File: src/rtl/seq_ctrl_pkg.sv
// seq_ctrl_pkg: shared states, opcodes and transfer codes for the sequencer
package seq_ctrl_pkg;
  typedef enum logic [2:0] {IDLE, FETCH, EXEC, EXEC2, ADVANCE, HALT} stateT;
  localparam logic [3:0] OP_NOP   = 4'h0;
  localparam logic [3:0] OP_CLR   = 4'h1;
  localparam logic [3:0] OP_LDX   = 4'h2;
  localparam logic [3:0] OP_ADD   = 4'h3;
  localparam logic [3:0] OP_SUB   = 4'h4;
  localparam logic [3:0] OP_MVZ   = 4'h5;
  localparam logic [3:0] OP_SHRY  = 4'h6;
  localparam logic [3:0] OP_LDADD = 4'h7;
  localparam logic [3:0] OP_HLT   = 4'hF;
  localparam logic [1:0] T_HOLD  = 2'b00;
  localparam logic [1:0] T_LOAD  = 2'b01;
  localparam logic [1:0] T_CLEAR = 2'b10;
  localparam logic [1:0] T_SHR   = 2'b11;
endpackage

File: src/rtl/seq_decode.sv
// seq_decode: maps the latched instruction and execute phase to datapath controls
import seq_ctrl_pkg::*;
module seq_decode (
  input  logic [3:0] ir,
  input  stateT      phase,
  output logic [1:0] tx,
  output logic [1:0] ty,
  output logic [1:0] tz,
  output logic       tula,
  output logic       illegal
);
  always_comb begin
    tx = T_HOLD;
    ty = T_HOLD;
    tz = T_HOLD;
    tula = 1'b0;
    illegal = 1'b0;
    if (phase == EXEC) begin
      case (ir)
        OP_NOP, OP_HLT: ;
        OP_CLR: begin tx = T_CLEAR; ty = T_CLEAR; tz = T_CLEAR; end
        OP_LDX, OP_LDADD: tx = T_LOAD;
        OP_ADD: ty = T_LOAD;
        OP_SUB: begin ty = T_LOAD; tula = 1'b1; end
        OP_MVZ: tz = T_LOAD;
        OP_SHRY: ty = T_SHR;
        default: illegal = 1'b1;
      endcase
    end else if (phase == EXEC2 && ir == OP_LDADD) begin
      ty = T_LOAD;
    end
  end
endmodule

File: src/rtl/seq_control.sv
// seq_control: multi-cycle sequencer driving X/Y/Z/ULA transfers and PC advance
import seq_ctrl_pkg::*;
module seq_control #(
  parameter int CNT_W = 8
) (
  input  logic             clk,
  input  logic             rst,
  input  logic             run,
  input  logic [3:0]       funcao,
  output logic [1:0]       tx,
  output logic [1:0]       ty,
  output logic [1:0]       tz,
  output logic             tula,
  output logic             pc_inc,
  output logic             busy,
  output logic             halted,
  output logic             illegal,
  output logic [CNT_W-1:0] retired
);
  stateT state, nextState;
  logic [3:0] ir;
  always_ff @(posedge clk) begin
    if (rst) begin
      state <= IDLE;
      ir <= '0;
      retired <= '0;
    end else begin
      state <= nextState;
      if (state == FETCH) ir <= funcao;
      if (state == ADVANCE && !(&retired)) retired <= retired + CNT_W'(1);
    end
  end
  always_comb begin
    nextState = IDLE;
    case (state)
      IDLE: nextState = run ? FETCH : IDLE;
      FETCH: nextState = EXEC;
      EXEC: nextState = ir == OP_HLT ? HALT : ir == OP_LDADD ? EXEC2 : ADVANCE;
      EXEC2: nextState = ADVANCE;
      ADVANCE: nextState = run ? FETCH : IDLE;
      HALT: nextState = HALT;
      default: nextState = IDLE;
    endcase
  end
  assign pc_inc = state == ADVANCE;
  assign halted = state == HALT;
  assign busy = state != IDLE && state != HALT;
  seq_decode u_decode (
    .ir(ir),
    .phase(state),
    .tx(tx),
    .ty(ty),
    .tz(tz),
    .tula(tula),
    .illegal(illegal)
  );
endmodule

File: config.mk
export PLATFORM = sky130hd
export DESIGN_NAME = seq_control
export DESIGN_NICKNAME = d
export VERILOG_FILES = /design/src/rtl/seq_ctrl_pkg.sv /design/src/rtl/seq_decode.sv /design/src/rtl/seq_control.sv
export SDC_FILE = /design/constraint.sdc
export NUM_CORES = 1
export LEC_CHECK = 0
export BUFFER_PORTS_ARGS = -buffer_cell sky130_fd_sc_hd__buf_2
export CORE_MARGIN = 5
export CORE_UTILIZATION = 53
export DETAILED_ROUTE_END_ITERATION = 10
export PLACE_DENSITY = 0.82
export SYNTH_ARGS = -nofsm -noshare
export SYNTH_HDL_FRONTEND = slang
export SYNTH_SLANG_ARGS = --single-unit
export TNS_END_PERCENT = 100
File: constraint.sdc
create_clock -name clk -period 4.4 [get_ports clk]
set_clock_uncertainty 0.1 [all_clocks]
set_input_delay 0.44 -clock clk [delete_from_list [all_inputs] [get_ports clk]]
set_output_delay 0.44 -clock clk [all_outputs]
set_load 0.03 [all_outputs]
# Yosys cells after proc, flatten, opt, wreduce, memory -nomap -nowiden
# Index checks and enable logic that the tools add are counted.
[word_totals]
register_bits = 15
latchBits = 0
ram_bits = 0
rom_bits = 0
in_bits = 7
out_inout_bits = 19
wordCells = 45
mem_count = 0
[classes]
add_sub_neg = 1
multipliers = 0
n_div = 0
order_cmp = 0
n_eq_ne = 14
shifts = 0
n_mux = 15
n_bitwise = 0
reduce_logical = 12
[op_table]
columns = ["cell", "n"]
rows = [
  ["== test 4 x 3 -> 1 bit, second input constant", 4],
  ["case mux 3 bit (5 select lines)", 1],
  ["OR reduction 9 bit", 1],
  ["adder 8 x 1 -> 8 bit, second input constant", 1],
  ["== test 4 x 2 -> 1 bit, second input constant", 2],
  ["case mux 2 bit (2 select lines)", 2],
  ["AND reduction 8 bit", 1],
  ["== test 3 x 2 -> 1 bit, second input constant", 2],
  ["== test 3 bit, second input constant", 2],
  ["2-to-1 mux 1 bit", 6],
  ["2-to-1 mux 2 bit", 3],
  ["2-to-1 mux 3 bit", 2],
  ["case mux 2 bit (3 select lines)", 1],
  ["OR reduction 2 bit", 3],
  ["== test 4 x 1 -> 1 bit, second input constant", 1],
  ["== test 4 bit, second input constant", 1],
  ["zero test 4 bit", 1],
  ["== test 3 x 1 -> 1 bit, second input constant", 1],
  ["logical AND 1 bit", 3],
  ["zero test 3 bit", 1],
  ["!= test 3 bit, second input constant", 1],
  ["nonzero test 3 bit", 1],
  ["zero test 1 bit", 1],
]

# Logic depth before layout (Yosys ltp)
# Gate-level depths: netlist of the first run.
[logic_depth]
depth_word = 4
depth_mapped = 6
ltp_nobuf = 5

# Hierarchy
# A second synthesis of the first run with hierarchy kept.
[unflattened]
hier_cells = 103
area_unflattened_um2 = 915.9
[modules_own_cells]
columns = ["mod", "instances", "cells_per_inst", "area_each_um2"]
rows = [
  ["seq_control", 1, 81, 708.2],
  ["seq_decode", 1, 22, 207.7],
]

# Least setup slack after synthesis of the first run
# Ideal clock, no wire load.
[synth_timing]
path_type = "register to output"
startpoint = "register state[0]"
endpoint = "output port tz[1]"
t_arrival_ns = 2.027
required_ns = 3.860
path_slack_ns = 1.833
path_stages_with_launch = 7
path_buffers = 2
cell_sequence = "dfxtp_1 -> buf_2 -> or4b_2 -> nor2_1 -> nand2_1 -> nor2_1 -> buf_4"
[synth_between]
elab_chain_len = 2
[synth_rtl]
columns = ["item", "line_no", "text"]
rows = [
  ["from (decl)", "seq_control.sv:20", "stateT state, nextState;"],
  ["from (signal assigned)", "seq_control.sv:28", "state <= nextState;"],
  ["== test 3 x 2 -> 1 bit", "seq_decode.sv:18", "if (phase == EXEC) begin"],
  ["2-to-1 mux 2 bit", "seq_decode.sv:18", ""],
  ["to (decl)", "seq_control.sv:12", "output logic [1:0] tz,"],
]
# Every way passes these cells.

# Worst setup path after layout of the first run
# Same ends and word-level chain as after synthesis.

==> results of run 1 <==
## layout by cell type (no fill, tap or decap), types with 2 or more instances in the layout
cell type and count:
buf_2 25, nor2_1 15, dfxtp_1 15, and3_1 6
nand2_1 6, a21oi_1 6, mux2i_1 6, nor3_1 4
xnor2_1 3, xor2_1 3, clkbuf_4 3, nand2b_1 2
inv_1 2, nand4_1 2, nand3_1 2, o21ai_0 2
a211oi_1 2
## where the power goes
group | switching (mW) | internal (mW) | total [mW]
clock | 0.0421 | 0.0338 | 0.0759
combinational | 0.0202 | 0.0169 | 0.0371
sequential | 0.0108 | 0.140 | 0.151
## cell type report
type	count	share of cell area (%)
Sequential cell	15	30.5
Multi-Input combinational cell	75	51.3
Inverter	2	0.761
Timing Repair Buffer	25	12.7
Tap cell	16	2.03
Clock inverter	1	0.508
Clock buffer	3	2.28
## flip-flops by register name (all words and copies together) (netlist names)
name,flops
state,3
ir,4
retired,8
## worst max-delay path: stages, from the launching register on
cell and delay (ns):
dfxtp_1 0.45, or4b_2 0.70, nor2_1 0.15, nand2_1 0.07, nor2_1 0.12, buf_2 0.21
## metal layers
layer / GRT usage [%] / up-vias / routed length, µm
li1: - / 397 / -
met1: 19.2 / 344 / 757
met2: 21.2 / 27 / 785
met3: 5.42 / 3 / 133
met4: 6.55 / 0 / 21
met5: 0 / - / 0
## cell families (layout without fill, tap and decap cells)
group / after synthesis / after routing / synth area share, %
buffers and inverters: 8 / 31 / 4.31
adders and majority gates: 1 / 1 / 1.49
AOI/OAI and AO/OA: 16 / 16 / 14.3
xor gates and xnor gates: 6 / 6 / 6.24
muxes: 6 / 6 / 7.13
DFF: 15 / 15 / 35.7
and+or+nand+nor: 46 / 46 / 30.9
## cells in the mapped netlist (all sizes together) (2+ instances only)
cell / number / area, µm²
dfxtp: 15 / 300
nor2: 15 / 56.3
a21oi: 6 / 30.0
and3: 6 / 37.5
mux2i: 6 / 60.1
nand2: 6 / 22.5
nor3: 4 / 20.0
buf: 3 / 17.5
clkbuf: 3 / 11.3
xnor2: 3 / 26.3
xor2: 3 / 26.3
a211oi: 2 / 15.0
inv: 2 / 7.51
nand2b: 2 / 12.5
nand3: 2 / 10.0
nand4: 2 / 12.5
nor3b: 2 / 26.3
nor4b: 2 / 23.8
o211ai: 2 / 28.8
o21ai: 2 / 10.0
## final timing paths
check	startpoint	to	slack (ns)
max	state[0]	tz[1]	1.89
min	funcao[2]	ir[2]	0.28
max reg2reg	state[0]	retired[5]	2.73
min reg2reg	retired[5]	retired[5]	0.44
==> results.py, run 1 <==
metrics = {
    "status": {
        "status": "complete, no violations",
    },
    "cts": {
        "cts_buffers": 3,
        "clock-sinks": 15,
        "clk_latency_ns": 0.29,
        "cts.clk_slew.worst_paths_ns": 0.09,
        "cts-hold-fix-buffers": 0,
        "root_buffer": "clkbuf_4",
        "cts_resized": 0,
        "cts_tree": "yes",
        "post-cts-setup-buffers": 0,
        "cts_max_path_buffers": 2,
        "htreeDepth": 1,
    },
    "timing": {
        "rsz0062_at_grt": "false",
        "holdWs_ns": 0.285,
        "finalHoldViolCount": 0,
        "setup_tns_ns": 0,
        "finalMaxSlewViolations": 0,
        "fin_ws_ns": 1.89,
        "post-route-period-util_pct": 57.1,
        "slew_headroom_pct": 70.5,
        "worst_pin_slew_ns": 0.442,
        "setup_violations": 0,
        "fmax_mhz": 398,
        "fin_crit_ns": 2.51,
    },
    "power_and_ir_drop": {
        "leakagePower_nw": 0.447,
        "power.density_nw_per_um2": 268,
        "peakVddDrop_mv": 0.157,
        "power_uw": 264,
    },
    "route": {
        "ant_nets": 0,
        "routed_via_density": 5.63,
        "finalWirelength_mm": 1.70,
        "drc": 0,
        "dr.pass1.iters": 4,
        "routedWlPerCell_um": 12.4,
        "num_vias": 771,
        "initialDrtViolationCount": 25,
    },
    "floorplanning": {
        "dieArea_um2": 2490,
        "coreArea_um2": 1510,
        "ios": 26,
        "die_height_um": 49.9,
        "rows": 14,
        "die_w_um": 49.9,
        "start_util_pct": 55.9,
    },
    "synth": {
        "syn-instance-count": 98,
        "async_reset_ff_share_pct": 0,
        "synth.net_count": 106,
        "synth_ff_type": "dfxtp_1",
        "synth-edff-count": 0,
        "synth_warnings": 0,
        "synth-seq-cells": 15,
        "synthDistinctLibCells": 34,
        "ys_seq_area_share_pct": 35.7,
        "syn_area_um2": 842,
        "synth_area_per_cell_um2": 8.59,
    },
    "layout": {
        "fin_area_um2": 986,
        "multi_input_area_um2": 505,
        "n_antenna_cell": 0,
        "syn_to_final_growth_pct": 17.1,
        "fillers": 130,
        "finish.utilization_pct": 65.4,
        "drive_gt1_share_pct": 28.1,
        "fin_cells": 137,
        "fin_nets": 130,
        "seq_area_um2": 300,
    },
    "worst_setup_path": {
        "cp.arrival_ns": 1.97,
        "critPathRequiredTime_ns": 3.86,
        "cp_max_fo": 12,
        "critPathKind": "reg -> out",
        "end_kind": "output port",
        "r2r_cells": 4,
        "cp-start-kind": "register",
    },
    "global_routing": {
        "overflow": 0,
        "grt_max_degree": 16,
        "grt_pass1_vias": 626,
        "grt_pass1_wl_mm": 2.84,
        "antenna_found_initial": 0,
        "grtUsageTotal_pct": 14.7,
    },
    "placed_design": {
        "gp_congestion": 0.788,
        "dp_hpwl_mm": 1.30,
        "dpl_worst_slack_ns": 2.20,
        "dpl_cell_area_um2": 958,
        "portBuffers": 25,
        "dp_cells": 133,
    },
    "flow_run": {
        "cap_violations": 0,
    },
    "worst_hold_path": {
        "hold_class": "in -> reg",
        "min_delay_path_depth": 3,
    },
}
No activity file was read; power rests on OpenSTA's default activity.
==> inputs of run 2 (changes only) <==
- ABC_AREA: default -> 1
- CORE_UTILIZATION: 53 -> 44
- PLACE_DENSITY: 0.82 -> 0.73
- clock period: 4.4 -> 2.1 ns (I/O delays scaled with it)
==> results.py, run 2 <==
metrics = {
    "timing": {
        "finalHoldViolCount": 0,
        "post-route-period-util_pct": 86.9,
        "finalMaxSlewViolations": 0,
        "rsz0062_at_grt": "false",
        "fin_crit_ns": 1.82,
        "fin_ws_ns": 0.276,
        "holdWs_ns": 0.0784,
        "setup_tns_ns": 0,
        "setup_violations": 0,
        "fmax_mhz": 548,
        "slew_headroom_pct": 79.7,
        "worst_pin_slew_ns": 0.303,
    },
    "status": {
        "status": "complete, no violations",
    },
    "floorplanning": {
        "coreArea_um2": 1760,
        "dieArea_um2": 2860,
        "die_w_um": 53.5,
        "die_height_um": 53.5,
        "rows": 15,
        "start_util_pct": 47.2,
        "ios": 26,
    },
    "synth": {
        "synthMuxAreaShare_pct": 0,
        "yosys.area_share.simple_pct": 39.8,
        "post-synth-top-area-fraction_pct": 36.0,
        "synth_compound_gate_area_share_pct": 12.8,
        "synth-edff-count": 0,
        "synth_ff_type": "dfxtp_1",
        "synth_top_family_by_area": "simple AND/OR/NAND/NOR gates",
        "syn-instance-count": 125,
        "synth_area_per_cell_um2": 6.67,
        "synthTopCellsByCount": "nand2_1 (26), nor2_1 (18), dfxtp_1 (15), nand3_1 (15)",
        "synthDistinctLibCells": 20,
        "synth-seq-cells": 15,
        "ys_top_cells_by_area": "dfxtp_1 (36%), nand2_1 (12%), nand3_1 (9.0%)",
        "async_reset_ff_share_pct": 0,
        "synth_adder_area_share_pct": 1.50,
        "yosys.area_share.xor_xnor_pct": 1.05,
        "yosysMostFrequentCell": "nand2_1",
        "synth_warnings": 0,
        "syn_area_um2": 833,
        "synth.net_count": 133,
        "ys_seq_area_share_pct": 36.0,
        "yosys.area.top_type": "dfxtp_1",
    },
    "global_routing": {
        "grt_max_degree": 11,
        "grt_pass1_wl_mm": 3.35,
        "overflow": 0,
        "antenna_found_initial": 0,
        "grt_pass1_vias": 833,
        "grtUsageTotal_pct": 15.9,
    },
    "layout": {
        "layout_common_cells": "nand2_1 (26), buf_2 (25), nor2_1 (18)",
        "fin_cells": 178,
        "drive_gt1_share_pct": 24.2,
        "final_common_cell": "nand2_1",
        "fin_nets": 162,
        "n_antenna_cell": 0,
        "fillers": 198,
        "syn_to_final_growth_pct": 21.0,
        "largest_register_ffs": 8,
        "finish.utilization_pct": 57.2,
        "top_register": "retired",
        "top_regs": "retired x8, ir x4, state x3",
    },
    "cts": {
        "clk_latency_ns": 0.28,
        "cts.clk_slew.worst_paths_ns": 0.09,
        "cts_buffers": 3,
        "post-cts-setup-buffers": 0,
        "clock-sinks": 15,
        "cts_tree": "yes",
        "cts-hold-fix-buffers": 0,
        "root_buffer": "clkbuf_4",
        "cts_max_path_buffers": 2,
        "htreeDepth": 1,
        "cts_resized": 0,
    },
    "placed_design": {
        "portBuffers": 25,
        "dpl_worst_slack_ns": 0.588,
        "dp_cells": 174,
        "gp_congestion": 0.789,
        "dp_hpwl_mm": 1.54,
    },
    "worst_setup_path": {
        "end_kind": "output port",
        "cp_max_fo": 6,
        "max_stage_delay_ns": 0.40,
        "critPathKind": "reg -> out",
        "critPathRequiredTime_ns": 1.79,
        "cp-start-kind": "register",
        "ff2ff_setup_slack_ns": 0.66,
        "cp.arrival_ns": 1.51,
        "crit_slowest_cell": "dfxtp_1",
        "crit_chain": "inv_1 -> nor3_4 -> inv_2 -> nor4_1 -> buf_2",
    },
    "worst_hold_path": {
        "hold_class": "in -> reg",
    },
    "route": {
        "num_vias": 889,
        "dr.pass1.iters": 4,
        "initialDrtViolationCount": 23,
        "routedWlPerCell_um": 10.5,
        "ant_nets": 0,
        "finalWirelength_mm": 1.88,
        "routed_via_density": 4.99,
        "drc": 0,
    },
    "power_and_ir_drop": {
        "leakagePower_nw": 0.450,
        "peakVddDrop_mv": 0.351,
        "power.density_nw_per_um2": 530,
    },
    "flow_run": {
        "cap_violations": 0,
    },
}
[run 2: cell count changes after synthesis, sizes merged, moves of 4 or more]
cell   change
a21oi      +8
and3       -6
inv       +14
mux2i      -6
nand2     +23
nand3     +13
nor2       +6
o21ai      +4
[run 2: logic make-up (layout without fill, tap and decap cells)]
group / Yosys count / after routing
AND/OR/NAND/NOR: 69 / 69
AO/OA/AOI/OAI: 21 / 21
buffers and inverters: 18 / 46
flip-flops: 15 / 15
adder cells (fa/ha/maj): 1 / 1
XOR/XNOR: 1 / 1
[run 2: final cells by class]
cell class | count | area [µm²] | share of cell area [%]
clock buffers | 4 | 26.3 | 2.61
inverters | 17 | 66.3 | 6.58
multi-input cells | 92 | 459 | 45.5
flip-flops and latches | 15 | 300 | 29.8
well taps | 25 | 31.3 | 3.10
repair buffers | 25 | 125 | 12.4
[run 2: layer usage]
layer	GRT usage (%)	routed length [µm]
met1	19.3	859
met2	25.5	898
met3	3.38	85
met4	9.36	33
met5	0	0
[run 2: worst max-delay path: cells and delay by family, from the launching register on]
kind	cells	cell delay, ns
buffers and inverters	3	0.45
AND/OR/NAND/NOR	2	0.38
flip-flops	1	0.40
[run 2: report_power, final]
part / total, mW / switching (mW) / internal, mW
Sequential: 0.306 / 0.0120 / 0.294
Clock: 0.160 / 0.0865 / 0.0736
Combinational: 0.0681 / 0.0459 / 0.0222
[run 2: worst paths after layout]
check | from | endpoint | cells after the start
max | state[1] | tula | 5
min | rst | state[1] | 2
max reg2reg | retired[0] | retired[3] | 8
min reg2reg | retired[1] | retired[1] | 2
[run 2: stage by stage]
stage | area (µm²) | power (mW)
6_report | 1010 | 0.534
5_1_grt | 1010 | 0.569
4_1_cts | 1010 | 0.543
3_5_place_dp | 982 | 0.381
3_3_place_gp | 982 | 0.379
2_1_floorplan | 833 | 0.359
==> inputs of run 3 (changes only) <==
- CORE_UTILIZATION: 44 -> 40
- PLACE_DENSITY: 0.73 -> 0.67
==> results.py, run 3 (same netlist as run 2, synthesis figures left out) <==
metrics = {
    "status": {
        "status": "complete, no violations",
    },
    "worst_setup_path": {
        "cp-start-kind": "register",
        "critPathRequiredTime_ns": 1.79,
        "timing.rr.start": "retired[0]",
        "end_kind": "output port",
        "regToRegEndpoint": "retired[3]",
        "critPathKind": "reg -> out",
        "r2r_cells": 8,
        "cp.arrival_ns": 1.56,
        "ff2ff_setup_slack_ns": 0.61,
        "cp_max_fo": 6,
    },
    "cts": {
        "cts.clk_slew.worst_paths_ns": 0.08,
        "cts-hold-fix-buffers": 0,
        "cts_resized": 0,
        "clock-sinks": 15,
        "clk_latency_ns": 0.28,
        "post-cts-setup-buffers": 0,
        "cts_buffers": 3,
        "root_buffer": "clkbuf_4",
        "htreeDepth": 1,
        "cts_tree": "yes",
        "cts_max_path_buffers": 2,
    },
    "global_routing": {
        "grtUsageTotal_pct": 13.2,
        "antenna_found_initial": 0,
        "grt_pass1_vias": 812,
        "grtUsageMet3_pct": 4.64,
        "grt_max_degree": 11,
        "grt-busiest-layer": "met2",
        "grtUsageMet1_pct": 15.9,
        "use_met2_pct": 22.0,
        "overflow": 0,
        "grt_pass1_wl_mm": 3.34,
    },
    "timing": {
        "fmax_mhz": 536,
        "fin_ws_ns": 0.233,
        "slew_headroom_pct": 80.0,
        "setup_violations": 0,
        "finalMaxSlewViolations": 0,
        "worst_pin_slew_ns": 0.298,
        "finalHoldViolCount": 0,
        "rsz0062_at_grt": "false",
        "setup_tns_ns": 0,
        "fin_crit_ns": 1.87,
        "post-route-period-util_pct": 88.9,
    },
    "power_and_ir_drop": {
        "leakagePower_nw": 0.450,
        "power.density_nw_per_um2": 531,
        "p_clk_share_pct": 30.3,
        "swShare_pct": 27.4,
        "seqPwrFrac_pct": 56.9,
        "power_uw": 537,
        "p_int_uw": 390,
        "p_comb_share_pct": 12.8,
        "peakVddDrop_mv": 0.303,
        "p_sw_uw": 147,
    },
    "floorplanning": {
        "coreArea_um2": 1980,
        "start_util_pct": 42.0,
        "ios": 26,
        "rows": 16,
        "dieArea_um2": 3100,
        "die_w_um": 55.6,
        "die_height_um": 55.6,
    },
    "route": {
        "routed_via_density": 4.85,
        "initialDrtViolationCount": 12,
        "finalWirelength_mm": 1.89,
        "routedWlPerCell_um": 10.5,
        "num_vias": 873,
        "ant_nets": 0,
        "drc": 0,
        "dr.pass1.iters": 4,
    },
    "layout": {
        "largest_register_ffs": 8,
        "multi_input_area_um2": 459,
        "fillers": 221,
        "fin_cells": 180,
        "layout_common_cells": "nand2_1 (26), buf_2 (25), nor2_1 (18)",
        "n_antenna_cell": 0,
        "seq_area_um2": 300,
        "fin_area_um2": 1010,
        "top_register": "retired",
        "drive_gt1_share_pct": 24.2,
        "final_common_cell": "nand2_1",
        "fin_nets": 162,
        "syn_to_final_growth_pct": 21.3,
        "top_regs": "retired x8, ir x4, state x3",
    },
    "placed_design": {
        "portBuffers": 25,
        "dpl_worst_slack_ns": 0.580,
        "dpl_cell_area_um2": 985,
        "dp_cells": 176,
        "dp_hpwl_mm": 1.47,
        "gp_congestion": 0.785,
    },
    "worst_hold_path": {
        "min_delay_path_depth": 2,
        "min_to": "retired[1]",
        "hold_class": "in -> reg",
        "hp-start": "rst",
    },
    "flow_run": {
        "cap_violations": 0,
    },
}
-- run 3: final cells by class --
cell class,count,share of cell area (%)
tap,27,3.34
multi-input combinational,92,45.4
timing repair buffer,25,12.4
clock buffer,4,2.60
sequential,15,29.7
inverter,17,6.56
-- run 3: worst max path at each step --
stage,cells after the start,startpoint,slack (ns),endpoint
2_1_floorplan,4,state[1],0.14,tula
3_5_place_dp,5,state[1],0.58,tz[0]
4_1_cts,5,state[1],0.27,tz[0]
3_3_place_gp,8,retired[0],0.66,retired[3]
6_report,5,state[1],0.23,tz[0]
5_1_grt,5,state[1],0.14,tz[0]
-- run 3: power by group through the flow --
stage                     clock network, mW  registers, mW  logic, mW
after floorplan                           0          0.312     0.0476
after global placement                    0          0.312     0.0671
after detailed placement                  0          0.313     0.0685
after CTS                             0.170          0.306     0.0690
after global routing                  0.182          0.308     0.0769
final                                 0.163          0.306     0.0686
-- run 3: critical path: stages, from the launching register on --
cell and delay (ns):
dfxtp_1 0.40, inv_1 0.11, nor3_4 0.21, inv_2 0.10
nor4_1 0.20, buf_2 0.25
-- run 3: through the flow --
step                util, %  hold slack [ns]
floorplan                 -            0.179
detailed placement     49.7            0.368
CTS                    51.0           0.0648
global placement       49.7            0.352
global route           51.0           0.0570
finish                 51.0           0.0702
-- run 3: layer usage --
metal	vias up	share of wire, %	wire length (µm)
li1	467	-	-
met1	389	47	896
met2	15	46	872
met3	2	5.6	105
met4	0	0.79	15
met5	-	0	0
